$ cat src/rtl/dg0045_call_stack.sv
// dg0045_call_stack: parametrised return-address stack with occupancy count, overflow policy and sticky error flags
module dg0045_call_stack #(
  parameter int AW = 10,
  parameter int DEPTH = 5,
  parameter int OVF_MODE = 0,
  localparam int CW = $clog2(DEPTH + 1)
) (
  input  logic          clk,
  input  logic          RESET,
  input  logic          push,
  input  logic          pop,
  input  logic [AW-1:0] push_data,
  input  logic          clr_err,
  output logic [AW-1:0] top,
  output logic [CW-1:0] count,
  output logic          empty,
  output logic          full,
  output logic          overflow,
  output logic          underflow
);
  logic [AW-1:0] entry_q [DEPTH];
  logic [AW-1:0] entry_d [DEPTH];
  logic [CW-1:0] count_q, count_d;
  logic          ovf_q, ovf_d, udf_q, udf_d;
  logic          ovf_ev, udf_ev;
  logic          is_empty, is_full;

  assign is_empty = count_q == '0;
  assign is_full  = count_q == CW'(DEPTH);

  always_comb begin
    entry_d = entry_q;
    count_d = count_q;
    ovf_ev  = 1'b0;
    udf_ev  = 1'b0;
    if (push && pop) begin
      entry_d[0] = push_data;
      count_d    = is_empty ? CW'(1) : count_q;
    end else if (push) begin
      ovf_ev = is_full;
      if (!is_full || OVF_MODE == 0) begin
        for (int i = DEPTH - 1; i > 0; i--) entry_d[i] = entry_q[i-1];
        entry_d[0] = push_data;
        count_d    = is_full ? count_q : count_q + CW'(1);
      end
    end else if (pop) begin
      udf_ev = is_empty;
      if (!is_empty) begin
        for (int i = 0; i < DEPTH - 1; i++) entry_d[i] = entry_q[i+1];
        entry_d[DEPTH-1] = '0;
        count_d          = count_q - CW'(1);
      end
    end
    // an error event in the same cycle as clr_err leaves its flag set
    ovf_d = ovf_ev | (ovf_q & ~clr_err);
    udf_d = udf_ev | (udf_q & ~clr_err);
  end

  always_ff @(posedge clk or negedge RESET) begin
    if (!RESET) begin
      for (int i = 0; i < DEPTH; i++) entry_q[i] <= '0;
      count_q <= '0;
      ovf_q   <= 1'b0;
      udf_q   <= 1'b0;
    end else begin
      entry_q <= entry_d;
      count_q <= count_d;
      ovf_q   <= ovf_d;
      udf_q   <= udf_d;
    end
  end

  assign top       = entry_q[0];
  assign count     = count_q;
  assign empty     = is_empty;
  assign full      = is_full;
  assign overflow  = ovf_q;
  assign underflow = udf_q;
endmodule

$ cat config.mk
export PLATFORM = sky130hd
export DESIGN_NAME = dg0045_call_stack
export DESIGN_NICKNAME = d
export VERILOG_FILES = /design/src/rtl/dg0045_call_stack.sv
export SDC_FILE = /design/constraint.sdc
export NUM_CORES = 1
export LEC_CHECK = 0
export BUFFER_PORTS_ARGS = -buffer_cell sky130_fd_sc_hd__buf_2
export CAP_MARGIN = 40
export CELL_PAD_IN_SITES_DETAIL_PLACEMENT = 1
export CELL_PAD_IN_SITES_GLOBAL_PLACEMENT = 2
export CORE_MARGIN = 1.5
export CORE_UTILIZATION = 39
export DETAILED_ROUTE_END_ITERATION = 12
export PLACE_DENSITY_LB_ADDON = 0.3
export SLEW_MARGIN = 20
export SYNTH_ARGS = -nofsm -noshare
export SYNTH_HDL_FRONTEND = slang
export SYNTH_SLANG_ARGS = --single-unit
$ cat constraint.sdc
create_clock -name clk -period 5.4 [get_ports clk]
set_input_delay 0 -clock clk [delete_from_list [all_inputs] [get_ports clk]]
set_output_delay 0 -clock clk [all_outputs]
set_load 0.01 [all_outputs]
==> metrics.cfg <==
[status]
outcome=finished, final reports clean

[flow_run]
cap_violations=0

[timing]
fmax_ghz=0.493
slew_viol_final=0
skew_ps=12.6
hold_viol_final=0
setup_tns_ps=0
fin_crit_sh=0.376
period_minus_slack_ps=2030
worst_slack_ps=3370
setup_viol=0
worstMarginPinSlew_ps=715
rsz0062_at_grt=false
max_slew_margin=0.524

[yosys]
netlist_area_um2=2910
synth_warnings=0
synth_cell_type_count=37
ys.flop_type=dfrtp_1
synth-seq-cells=55
synth_cells=221
synth_edf_count=0
yosysSeqAreaShare=0.473
synth.avg_cell_area_um2=13.2
syn_nets=237
synth_async_sr_flop_share=1.00

[placed_design]
dp_cells=329
io_buffers=31
pre_cts_ws_ps=3220
hpwlAfterDp_um=3720
gp_congestion=0.696

[min_path]
min_from=pop
min_path_type=in2reg
whs_path_depth=2
hold_path_end=count[2]

[cts]
clock-sinks=55
cts_root_buf=clkbuf_8
numCtsBuffers=5
insertion_delay_ps=310
cts_tree=built
htreeDepth=2
clk_pin_slew_worst_paths_ps=100
cts_max_path_buffers=2
post_cts_resized=0

[floorplanning]
die_h_um=89.4
rows=31
dieArea_um2=8000
initial_core_util=0.402
ios=32
core_um2=7250
die_w_um=89.4

[critical_path]
rr_startpoint=count[0]
critPathKind=reg2reg
critical-path-slowest-cell=dfrtp_1
max_stage_delay_ps=520
crit_required_ps=5600
r2r_cells=5
cp-end-kind=register
crit_path_max_fanout=9
worstPathCellList=inv_1 > fa_1 > or3b_2 > a32oi_1 > o211ai_1
crit_path_start_kind=register
rrSetupSlack_ps=3370
arrival_ps=2230
worst_r2r_endpoint=count[2]

[finish]
n_antenna_cell=0
finalNonFillerCells=349
area_delta_synth_final_pct=11.3
drive_gt1_frac=0.444
final_nets=265

[global_route]
first_global_vias=1907
grt_pass1_wl_um=9540
grtUsageTotal=0.159
grt_max_degree=56
overflow=0
antenna_found_initial=0

[route]
vias_per_cell=5.01
via_count=1749
initialDrtViolationCount=74
wl_per_cell_um=16.4
dr.pass1.iters=4
drc=0
wl_um=5730
drtAntennaViolNets=0

[power_and_ir_drop]
p_per_area_nw_per_um2=458
power.total_uw=1480
leakage_uw=0.00154
vdd_drop_max_uv=126

-- through the flow --
| stage | hold WS [ps] | instance area [µm²] | util |
|---|---|---|---|
| after floorplan | -296 | 2910 | - |
| after global placement | 201 | 3000 | 0.414 |
| after detailed placement | 195 | 3040 | 0.419 |
| after CTS | 31.2 | 3240 | 0.447 |
| after global routing | 41.6 | 3240 | 0.447 |
| final | 32.0 | 3240 | 0.447 |
-- layer usage --
layer / track usage / share of wire
met4: 0.0462 / 0.014
met1: 0.211 / 0.51
met2: 0.262 / 0.46
met5: 0 / 0
met3: 0.0332 / 0.020
-- area by class of cell --
| class | instances | area [µm²] |
|---|---|---|
| multi-input cells | 133 | 1310 |
| fillers | 787 | 4010 |
| clock buffers | 6 | 72.6 |
| inverters | 7 | 26.3 |
| flip-flops and latches | 55 | 1380 |
| clock inverters | 2 | 12.5 |
| well taps | 99 | 124 |
| repair buffers | 47 | 318 |
-- layout by cell type, fill, tap and decap left out, types with 2 or more instances in the layout --
cell	Yosys	routed
inv_1	7	7
o21ai_0	4	4
a22o_1	10	10
dfrtp_1	55	55
mux2_4	30	30
mux2_2	31	31
nor2b_1	2	2
clkbuf_8	0	5
nand2_1	12	12
a2bb2oi_1	10	10
a21oi_1	12	12
buf_4	10	3
buf_2	4	31
dlygate4sd3_1	0	12
nor2_1	2	2
-- synth_stat cells, drive strengths merged, types with 2 or more instances --
cell	count	area, µm²
nand2	12	45.0
dfrtp	55	1380
buf	20	174
nor2	2	7.51
mux2	61	800
a22o	10	87.6
a2bb2oi	10	87.6
inv	7	26.3
a21o	2	22.5
and3b	2	18.8
nor2b	2	12.5
a21oi	13	68.8
clkbuf	6	22.5
o21ai	4	20.0
-- worst max path at each step --
stage	start	cells after the start	slack, ps	to
floorplan	count[1]	6	3520	count[2]
global placement	push	4	2620	entry_q[32]
detailed placement	push	5	3220	entry_q[24]
CTS	count[0]	5	3360	count[2]
global route	count[0]	5	3240	count[2]
finish	count[0]	5	3370	count[2]
-- state kept, by name (all words and copies together) (netlist names) --
signal,count
overflow,1
count,3
top,10
entry_q,40
underflow,1
-- report_power, final --
part	internal, µW	switching [µW]	total [µW]
clock	91.1	137	228
sequential	569	146	716
combinational	345	196	541
-- worst max-delay path: cells and delay by family, from the launching register on --
family	cells	cell delay, ps
AO/OA/AOI/OAI	2	310
adder cells (fa/ha/maj)	1	470
buffers and inverters	1	140
flip-flops	1	520
AND/OR/NAND/NOR	1	460
-- repair_timing --
item,4_1_cts,5_1_grt
endpoints found under the hold margin,67,0
buffers inserted,0,0
hold buffers,12,0
-- cell families after synthesis --
| kind of cell | share of synthesized area |
|---|---|
| and+or+nand+nor | 0.0473 |
| buffers and inverters | 0.0765 |
| AOI/OAI and AO/OA | 0.119 |
| DFF | 0.473 |
| adders and majority gates | 0.00687 |
| muxes | 0.278 |
Power figures use the tool's default switching activity.
